$ cat src/rtl/write_port_arb_pkg.sv
// rtl/write_port_arb_pkg.sv - shared constants and sizing helper for the write port arbiter
package write_port_arb_pkg;

    localparam int DROP_W = 8;
    localparam logic [DROP_W-1:0] DROP_MAX = 8'd255;

    // Address/pointer widths never collapse to zero bits, even for a single entry.
    function automatic int clog2Min1(input int value);
        int width;
        width = 0;
        for (int i = 0; i < 31; i++) begin
            if ((1 << i) < value) begin
                width = i + 1;
            end
        end
        return (width < 1) ? 1 : width;
    endfunction

endpackage

$ cat src/rtl/write_port_arb_rr_arbiter.sv
// rtl/write_port_arb_rr_arbiter.sv - round-robin one-hot arbiter with internal rotating pointer
module rr_arbiter
    import write_port_arb_pkg::*;
#(
    parameter int NUM_PORTS = 2
) (
    input  logic                 clock,
    input  logic                 resetN,
    input  logic                 stall,
    input  logic [NUM_PORTS-1:0] request,
    output logic [NUM_PORTS-1:0] grant
);

    localparam int PTR_W = clog2Min1(NUM_PORTS);

    logic [PTR_W-1:0] rrPtr;
    logic [PTR_W-1:0] winIdx;
    logic [PTR_W-1:0] nextPtr;
    logic [PTR_W-1:0] idx;
    logic             found;
    int               sum;

    // Search starts at rrPtr and wraps; the first requester found wins.
    always_comb begin
        grant  = '0;
        found  = 1'b0;
        winIdx = '0;
        idx    = '0;
        sum    = 0;
        for (int i = 0; i < NUM_PORTS; i++) begin
            sum = int'(rrPtr) + i;
            if (sum >= NUM_PORTS) begin
                sum = sum - NUM_PORTS;
            end
            idx = PTR_W'(sum);
            if (!found && request[idx] && !stall && resetN) begin
                grant[idx] = 1'b1;
                found      = 1'b1;
                winIdx     = idx;
            end
        end
    end

    always_comb begin
        nextPtr = '0;
        if (int'(winIdx) != NUM_PORTS - 1) begin
            nextPtr = winIdx + PTR_W'(1);
        end
    end

    always_ff @(posedge clock or negedge resetN) begin
        if (!resetN) begin
            rrPtr <= '0;
        end else if (found) begin
            rrPtr <= nextPtr;
        end
    end

endmodule

$ cat src/rtl/write_port_arb.sv
// rtl/write_port_arb.sv - arbitrates per-channel register writes into one registered decoded enable
module write_port_arb
    import write_port_arb_pkg::*;
#(
    parameter int NUM_PORTS        = 2,
    parameter int NUM_REGS         = 32,
    parameter int DATA_W           = 32,
    parameter int ZERO_REG_PROTECT = 1,
    localparam int ADDR_W          = clog2Min1(NUM_REGS)
) (
    input  logic                        clock,
    input  logic                        ctrl_reset,
    input  logic                        ctrl_stall,
    input  logic [NUM_PORTS-1:0]        ctrl_writeEnable,
    input  logic [NUM_PORTS*ADDR_W-1:0] ctrl_writeReg,
    input  logic [NUM_PORTS*DATA_W-1:0] data_writeReg,
    output logic [NUM_PORTS-1:0]        ctrl_grant,
    output logic [NUM_REGS-1:0]         write_portOut,
    output logic [DATA_W-1:0]           data_out,
    output logic [DROP_W-1:0]           drop_count
);

    logic [ADDR_W-1:0]   selAddr;
    logic [DATA_W-1:0]   selData;
    logic [NUM_REGS-1:0] decoded;
    logic                granted;
    logic                dropWrite;

    rr_arbiter #(
        .NUM_PORTS(NUM_PORTS)
    ) u_arbiter (
        .clock  (clock),
        .resetN (ctrl_reset),
        .stall  (ctrl_stall),
        .request(ctrl_writeEnable),
        .grant  (ctrl_grant)
    );

    assign granted = |ctrl_grant;

    always_comb begin
        selAddr = '0;
        selData = '0;
        for (int k = 0; k < NUM_PORTS; k++) begin
            if (ctrl_grant[k]) begin
                selAddr = ctrl_writeReg[k*ADDR_W +: ADDR_W];
                selData = data_writeReg[k*DATA_W +: DATA_W];
            end
        end
    end

    // Addresses past the last register, or register 0 when protected, are swallowed.
    always_comb begin
        dropWrite = (int'(selAddr) >= NUM_REGS) ||
                    ((selAddr == '0) && (ZERO_REG_PROTECT == 1));
        decoded   = dropWrite ? '0 : (NUM_REGS'(1) << selAddr);
    end

    always_ff @(posedge clock or negedge ctrl_reset) begin
        if (!ctrl_reset) begin
            write_portOut <= '0;
            data_out      <= '0;
            drop_count    <= '0;
        end else if (granted) begin
            write_portOut <= decoded;
            data_out      <= selData;
            if (dropWrite && (drop_count != DROP_MAX)) begin
                drop_count <= drop_count + 1'b1;
            end
        end else begin
            write_portOut <= '0;
        end
    end

endmodule
$ cat config.mk
export PLATFORM = sky130hd
export DESIGN_NAME = write_port_arb
export DESIGN_NICKNAME = d
export VERILOG_FILES = /design/src/rtl/write_port_arb_pkg.sv /design/src/rtl/write_port_arb_rr_arbiter.sv /design/src/rtl/write_port_arb.sv
export SDC_FILE = /design/constraint.sdc
export NUM_CORES = 1
export LEC_CHECK = 0
export ABC_AREA = 1
export BUFFER_PORTS_ARGS = -buffer_cell sky130_fd_sc_hd__buf_2
export CAP_MARGIN = 20
export CELL_PAD_IN_SITES_DETAIL_PLACEMENT = 1
export CELL_PAD_IN_SITES_GLOBAL_PLACEMENT = 2
export CORE_MARGIN = 8
export CORE_UTILIZATION = 23
export CTS_CLUSTER_SIZE = 24
export DETAILED_ROUTE_END_ITERATION = 6
export PLACE_DENSITY = 0.8
export SLEW_MARGIN = 20
export SYNTH_ARGS = -nofsm -noshare
export SYNTH_HDL_FRONTEND = slang
export SYNTH_SLANG_ARGS = --single-unit
$ cat constraint.sdc
create_clock -name clock -period 1.5 [get_ports clock]
set_input_delay 0 -clock clock [delete_from_list [all_inputs] [get_ports clock]]
set_output_delay 0 -clock clock [all_outputs]
set_load 0.005 [all_outputs]
After elaboration in Yosys (flattened, before gate mapping)
Index checks and enable logic that the tools add are counted.

Register bits after elaboration: 73. Bits of input ports: 79.

$add $sub $neg: 5. Order comparisons: 6. Eq/ne operators: 1. Shift-type cells: 1. Multiplexer cells: 23. Bitwise gates (word level): 1. Reduce and logical (&&, ||, !) cells: 13.

Operators by type and width (number): 2-to-1 mux 32 bit (4); left shift 1 x 5 -> 32 bit, first input constant (1); 2-to-1 mux 1 bit (13); 2-to-1 mux 5 bit (2); adder 8 x 1 -> 8 bit, second input constant (1); logical AND 1 bit (8); != test 8 bit, second input constant (1); logical NOT 5 bit (1); less-than comparator 1 x 2 -> 1 bit, second input constant (2); 2-to-1 mux 2 bit (2); adder 1 x 1 -> 2 bit, second input constant (1); demux 1 bit (select 1 bit) (2); >= comparator 1 bit, second input constant (2); >= comparator 1 x 2 -> 1 bit, second input constant (1); >= comparator 2 bit, second input constant (1); logical NOT 1 bit (2); OR 2 bit (1); AND reduction 2 bit (1); OR reduction 2 bit (1); subtractor 1 bit, second input constant (2); adder 1 bit, second input constant (1).

Depth between registers and ports, before layout
Gate-level depths: netlist of the first run.

Word-level depth: 17. Depth in mapped cells: 10.

Cells and area by module
A second synthesis of the first run with hierarchy kept.

Cells, all modules: 348. Area, all modules: 3128.0 um^2.

Modules (own cells, without submodules): write_port_arb (instances 1, cells each 337, area each 3052.9 um^2, sequential area each 1801.7 um^2); rr_arbiter (instances 1, cells each 11, area each 75.1 um^2, sequential area each 25.0 um^2).

Worst setup path after synthesis of the first run
No wires, ideal clock.

Kind: reg-to-reg. From: reg drop_count[0]. To: reg drop_count[0]. Library setup time: 0.123 ns. Arrival time: 1.310 ns. Data required time: 1.377 ns. Slack: 0.067 ns. Cell stages (with the launch flop): 10. Path buffers: 0. Clock period less this slack: 1.433 ns. Path through: dfrtp_1 ha_1 nand3_1 nor2_1 nand2_1 nand2_1 nor2_2 nand2_4 o21ai_0 nand2_1.

Word-level cells in the longest chain between the ends: 3. Elaborated cells on any way between the ends: 4. Classes of those cells: add/sub (1); eq/ne (1); reduce/logical (2).

Ends and longest elaborated chain: start: declaration (line write_port_arb.sv:20) `output logic [DROP_W-1:0] drop_count`; start signal: assignment (line write_port_arb.sv:68) `drop_count <= drop_count + 1'b1;`; parallel branches: the longest is 3 deep, another holds adder 8 x 1 -> 8 bit.

Parallel ways; which one is timed is not known. A chain may end at the register's enable or synchronous reset.

==> impl_metrics.csv, run 1 <==
group,metric,value,unit
synth,synth.ff_latch_count,73,
clock_tree,clkSinkCount,73,
place,place.port_buffers,152,
hold_path,hold_wc_path_type,"input port to register",
floorplanning,die_area,17800,um^2
synth,syn_avg_cell_area,9.13,um^2
synth,dominantRegCellSynth,"dfrtp_1",
worst_setup_path,cp_data_arrival_time,1480,ps
detailed_routing,route.vias.total,3461,
synth,synth.area.top_cells,"dfrtp_1, nand2_1, nand3_1",
global_route,grt_antenna_before_repair,0,
synth,post_synthesis_instance_area,3170,um^2
detailed_routing,vias_per_cell,4.38,
power,net-switching-power,1640,uW
detailed_routing,dr_wl_met2,6740,um
synth,combinational_family_with_the_most_area_after_synthesis,"simple AND/OR/NAND/NOR gates",
place,gpl_congestion,0.825,
sta,drv_slew,0,
power,relative_contribution_of_combinational_cells_to_total_power,0.248,
clock_tree,htree_levels,3,
worst_setup_path,delay_of_the_slowest_critical_path_stage,410,ps
synth,synthDominantAreaCellType,"dfrtp_1",
synth,synthDistinctLibCells,28,
final_layout,finish.cell_count_without_fillers,791,
clock_tree,ctsLongestPathBuffers,2,
synth,post_synth_fa_ha_maj_area_fraction,0.00395,
worst_setup_path,timing.critical_path.required,1500,ps
worst_setup_path,critical_path.slowest_cell,"dfrtp_1",
final_layout,post_route_cells_drive_above_1_share,0.398,
clock_tree,cts_buffers,9,
clock_tree,clkLatencyLatePin,330,ps
power,max-vdd-ir-drop,0.511,mV
detailed_routing,drt_met1_wl,6290,um
synth,cell_types_with_the_highest_counts_after_synthesis,"nand2_1, dfrtp_1, nand3_1, nor2_1",
clock_tree,clockRootBuffer,"clkbuf_16",
floorplanning,ios,153,
clock_tree,clkTransAtPathRegs,60,ps
worst_setup_path,endpoint_kind,"output pin",
sta,timing.final.setup_violations,0,
place,place_hpwl,9120,um
global_route,via_count_of_the_first_global_routing_pass,3709,
power,clock_power_share,0.339,
global_route,grt_pass1_wl,21500,um
detailed_routing,total_wirelength,14000,um
worst_setup_path,critPathLaunchType,"register",
global_route,grt_start_max_net_pins,40,
final_layout,final.fill_count,1637,
power,share_seq_of_total_power,0.413,
global_route,grt_overall_usage,0.153,
synth,synthesis.yosys.warnings,0,
synth,synth_seq_area_share,0.577,
floorplanning,die_w,133,um
sta,fin_crit,1480,ps
final_layout,nets,686,
synth,post_synth_xor_area_fraction,0.0166,
final_layout,synthToLayoutAreaGrowth,72.8,%
place,dpl_cell_area,4290,um^2
worst_setup_path,critPathMaxFanout,13,
sta,skew,6.07,ps
floorplanning,die_h,133,um
detailed_routing,routedWlPerCell,17.8,um
sta,final_min_period_over_clock_period,0.986,
synth,synth.area.mux_share,0,
sta,fmaxAchievable,676,MHz
power,p_per_area,1030,nW/um^2
clock_tree,tritoncts,"built",
flow_run,max-cap-violations,0,
sta,final-hold-violation-count,0,
synth,synthDominantCellAreaShare,0.577,
floorplanning,initial_core_util,0.232,
detailed_routing,top_layer_used,"met4",
detailed_routing,detail_route.iter0.violations,119,
worst_setup_path,timing_worst_setup_path_type,"register to output pin",
sta,max_slew_margin,0.647,
synth,number_of_enable_flip_flop_cells_after_synthesis,0,
outcome,run_status,"completed",
floorplanning,core.rowCount,43,
floorplanning,core-area,13700,um^2
detailed_routing,firstDrtPassIters,4,
synth,synth_nets,427,
power,power.internal,3980,uW
detailed_routing,routed-wl-met3,899,um
sta,grt_setup_unrepaired,"yes",
detailed_routing,drc,0,
sta,max_slew.worst_pin.slew,530,ps
worst_setup_path,timing.critical_path.cells,"nand2_4 > clkinv_4 > nor2_8 > buf_4 > buf_12 > buf_2",
global_route,gr-total-overflow,0,
synth,yosys.area_share.simple,0.342,
synth,synth_cells,347,
synth,yosys.cell_count.top_type,"nand2_1",
final_layout,postLayoutCoreUtil,0.400,
final_layout,antenna-diode-count,0,
power,power.share.switching,0.292,
synth,synth_compound_gate_area_share,0.0205,
detailed_routing,drtAntennaViolNets,0,
final_layout,fin_area,5470,um^2
place,dpl_cells,691,
power,leakage,0.00288,uW
synth,synthArstFlopShare,1.00,
==> registers in the layout (all words and copies together), names as in the netlist, named ones only <==
| name | count |
|---|---|
| data_out | 32 |
| drop_count | 8 |
| write_portOut | 32 |
==> per-layer routing <==
metal / vias up / global-route usage
li1: 1636 / -
met1: 1678 / 0.193
met2: 136 / 0.248
met3: 11 / 0.0516
met4: 0 / 0.0368
met5: - / 0
==> worst max-delay path: cells and delay by family, from the launching register on <==
family,cells,cell delay [ps]
buffers and inverters,4,460
DFF,1,410
and+or+nand+nor,2,260
==> cells by family (layout without fill, tap and decap cells) <==
logic type,count (synthesis),in the layout
AO/OA/AOI/OAI,10,10
adder cells (fa/ha/maj),1,1
other,1,1
flip-flops,73,73
XOR/XNOR,6,6
buffers and inverters,27,290
AND/OR/NAND/NOR,229,230
==> timing repair <==
item | in CTS | in global routing
cloned | 2 | 1
setup endpoints to repair | 13 | 33
setup buffers | 1 | 15
resized for setup | 15 | 18
hold endpoints to repair | 66 | 0
hold buffers | 65 | 0
pin swaps | 3 | 5
==> path summary, 6_finish.rpt <==
| kind | startpoint | to | slack (ps) | cells past startpoint |
|---|---|---|---|---|
| min in group asynchronous | ctrl_reset | asynchronous set/reset pin | 270 | 3 |
| max reg2reg | drop_count[0] | drop_count[2] | 20 | 9 |
| min | ctrl_writeReg[2] | write_portOut[21] | 160 | 5 |
| max in group asynchronous | ctrl_reset | write_portOut[30] | 270 | 4 |
| min reg2reg | data_out[29] | data_out[29] | 480 | 2 |
| max | register | ctrl_grant[0] | 20 | 6 |
==> cell type report <==
type	instances	area [um^2]	area share
multi-input cells	248	1290	0.236
clock inverters	3	17.5	0.00320
inverters	18	90.1	0.0165
repair buffers	256	1780	0.326
clock buffers	13	240	0.0439
well taps	180	225	0.0412
flip-flops and latches	73	1830	0.334
==> power groups by stage <==
stage                     clock network, uW  registers [uW]  logic (uW)
after floorplan                           0            2390         421
after global placement                    0            2330        1100
after detailed placement                  0            2350        1120
after CTS                              2000            2320        1300
after global routing                   2060            2350        1530
final                                  1910            2330        1390
==> through the flow <==
stage / worst slack, ps / hold WS [ps] / total power, uW / TNS, ps
6_report: 21.1 / 157 / 5620 / 0
3_5_place_dp: -58.0 / -1.31 / 3460 / -434
4_1_cts: -2.43 / 121 / 5620 / -2.43
2_1_floorplan: 67.3 / -296 / 2810 / 0
5_1_grt: -66.4 / 163 / 5950 / -748
3_3_place_gp: 26.2 / -2.74 / 3430 / 0
==> cell usage in the layout, fill, tap and decap left out, types with 3 or more instances in the layout <==
cell type      instances
buf_2                151
buf_4                 34
clkbuf_1               4
clkbuf_16             10
dfrtp_1               73
dlygate4sd3_1         65
inv_1                 10
inv_2                  3
nand2_1              112
nand2_2                6
nand2_4                8
nand3_1               46
nand3_2                5
nand4_1               12
nor2_1                30
nor3_1                 3
o21ai_1                4
o21ai_2                3
xor2_1                 4
Power figures use the tool's default switching activity.
==> run 2, diff against run 1 <==
--- a/config.mk
+++ b/config.mk
@@ -15,6 +15,7 @@
 export CTS_CLUSTER_SIZE = 24
 export DETAILED_ROUTE_END_ITERATION = 6
 export PLACE_DENSITY = 0.8
+export RECOVER_POWER = 25
 export SLEW_MARGIN = 20
 export SYNTH_ARGS = -nofsm -noshare
 export SYNTH_HDL_FRONTEND = slang
==> impl_metrics.csv, run 2 (synthesis gave the netlist of run 1 again) <==
group,metric,value,unit
global_route,use_met1,0.193,
worst_setup_path,endpoint_kind,"output pin",
clock_tree,clkTransAtPathRegs,50,ps
sta,skew,6.07,ps
outcome,run_status,"completed",
place,place.port_buffers,152,
global_route,grt_overall_usage,0.153,
sta,final_min_period_over_clock_period,0.986,
worst_setup_path,cp-endpoint,"ctrl_grant[0]",
detailed_routing,vias_per_cell,4.37,
clock_tree,tritoncts,"built",
place,gpl_congestion,0.825,
final_layout,top_regs,"data_out: 32 flops, write_portOut: 32 flops, drop_count: 8 flops",
global_route,gr-total-overflow,0,
final_layout,postLayoutCoreUtil,0.399,
global_route,global_route.usage.met3,0.0516,
power,p_per_area,1030,nW/um^2
sta,final-hold-violation-count,0,
sta,grt_setup_unrepaired,"yes",
detailed_routing,drtAntennaViolNets,0,
global_route,via_count_of_the_first_global_routing_pass,3709,
worst_setup_path,timing.critical_path.required,1500,ps
final_layout,final.fill_count,1641,
sta,timing.final.setup_violations,0,
global_route,grt_start_max_net_pins,40,
sta,fin_crit,1480,ps
detailed_routing,routedWlPerCell,17.8,um
hold_path,hold_wc_path_type,"input port to register",
clock_tree,clkLatencyLatePin,330,ps
sta,max_slew_margin,0.647,
sta,fmaxAchievable,676,MHz
global_route,grt_antenna_before_repair,0,
detailed_routing,route.vias.total,3456,
worst_setup_path,timing_worst_setup_path_type,"register to output pin",
flow_run,max-cap-violations,0,
worst_setup_path,critPathLaunchType,"register",
sta,max_slew.worst_pin.slew,530,ps
floorplanning,core.rowCount,43,
global_route,grt_pass1_wl,21500,um
clock_tree,clockRootBuffer,"clkbuf_16",
final_layout,layout.cells.most_common,"buf_2",
floorplanning,die_h,133,um
clock_tree,htree_levels,3,
worst_setup_path,reg2reg_setup_slack,20,ps
worst_setup_path,critPathMaxFanout,13,
floorplanning,ios,153,
final_layout,final_cell_mix,"buf_2, nand2_1, dfrtp_1, dlygate4sd3_1, nand3_1",
power,max-vdd-ir-drop,0.507,mV
sta,drv_slew,0,
clock_tree,ctsLongestPathBuffers,2,
global_route,grt_util_met2,0.248,
power,leakage,0.00282,uW
floorplanning,initial_core_util,0.232,
detailed_routing,total_wirelength,14000,um
worst_setup_path,r2r_end,"drop_count[2]",
worst_setup_path,cp_data_arrival_time,1480,ps
detailed_routing,firstDrtPassIters,4,
final_layout,post_route_cells_drive_above_1_share,0.373,
final_layout,fin_area,5450,um^2
final_layout,nets,686,
global_route,gr-max-usage-layer,"met2",
clock_tree,cts_buffers,9,
detailed_routing,detail_route.iter0.violations,120,
worst_setup_path,reg2reg_from,"drop_count[0]",
detailed_routing,drc,0,
clock_tree,clkSinkCount,73,
place,dpl_cell_area,4290,um^2
floorplanning,core-area,13700,um^2
final_layout,antenna-diode-count,0,
floorplanning,die_area,17800,um^2
floorplanning,die_w,133,um
place,place_hpwl,9120,um
worst_setup_path,worst_r2r_path_depth,9,
final_layout,synthToLayoutAreaGrowth,72.1,%
==> run 2: cell types whose count changed in the layout (fill, tap and decap cells not counted), sizes merged <==
cell	before	now
buf	189	174
clkbuf	14	29
==> run 2: repair_timing <==
action | CTS | global route
setup buffers | 1 | 15
hold endpoints to repair | 66 | 0
hold buffers | 65 | 0
endpoints found under the setup margin | 13 | 33
resized for setup | 15 | 18
cloned | 2 | 1
pin swaps | 3 | 5
==> run 2: layout make-up <==
class                   count  area, um^2  area share
clock buffers              13         240      0.0441
clock inverters             3        17.5     0.00321
inverters                  18        90.1      0.0165
multi-input cells         248        1290       0.237
flip-flops and latches     73        1830       0.335
well taps                 180         225      0.0413
repair buffers            256        1760       0.323
==> run 2: worst min-delay path by stage <==
| stage | start | end | slack [ps] | depth (start not counted) |
|---|---|---|---|---|
| 6_report | ctrl_stall | register | 160 | 4 |
| 3_3_place_gp | ctrl_reset | asynchronous set/reset pin | -3 | 2 |
| 2_1_floorplan | ctrl_reset | asynchronous set/reset pin | -300 | 0 |
| 3_5_place_dp | ctrl_reset | write_portOut[28] | -1 | 2 |
| 4_1_cts | ctrl_writeReg[4] | write_portOut[10] | 120 | 5 |
| 5_1_grt | ctrl_writeReg[4] | write_portOut[9] | 160 | 5 |
==> run 2: report_power, final <==
group	switching, uW	leakage (uW)	total (uW)	internal (uW)
sequential	133	0.000967	2330	2190
combinational	717	0.00173	1390	672
clock	789	0.000124	1910	1120
==> run 2: metrics by stage <==
step                TNS (ps)  power (uW)  instances  hold WS (ps)  setup WS [ps]
global placement           0        3430        691         -2.74           26.2
CTS                    -2.43        5620        775           121          -2.43
floorplan                  0        2810        347          -296           67.3
global route            -748        5950        791           163          -66.4
finish                     0        5620        791           159           20.3
detailed placement      -434        3460        691         -1.31          -58.0
==> run 2: per-layer routing <==
layer  routed length [um]  up-vias
li1                     -     1638
met1                 6240     1675
met2                 6740      134
met3                  963        9
met4                  102        0
met5                    0        -
==> run 2: critical path: stages, from the launching register on <==
cell	delay, ps
dfrtp_1	410
nand2_4	110
clkinv_4	70
nor2_8	150
buf_4	140
buf_12	130
buf_2	120
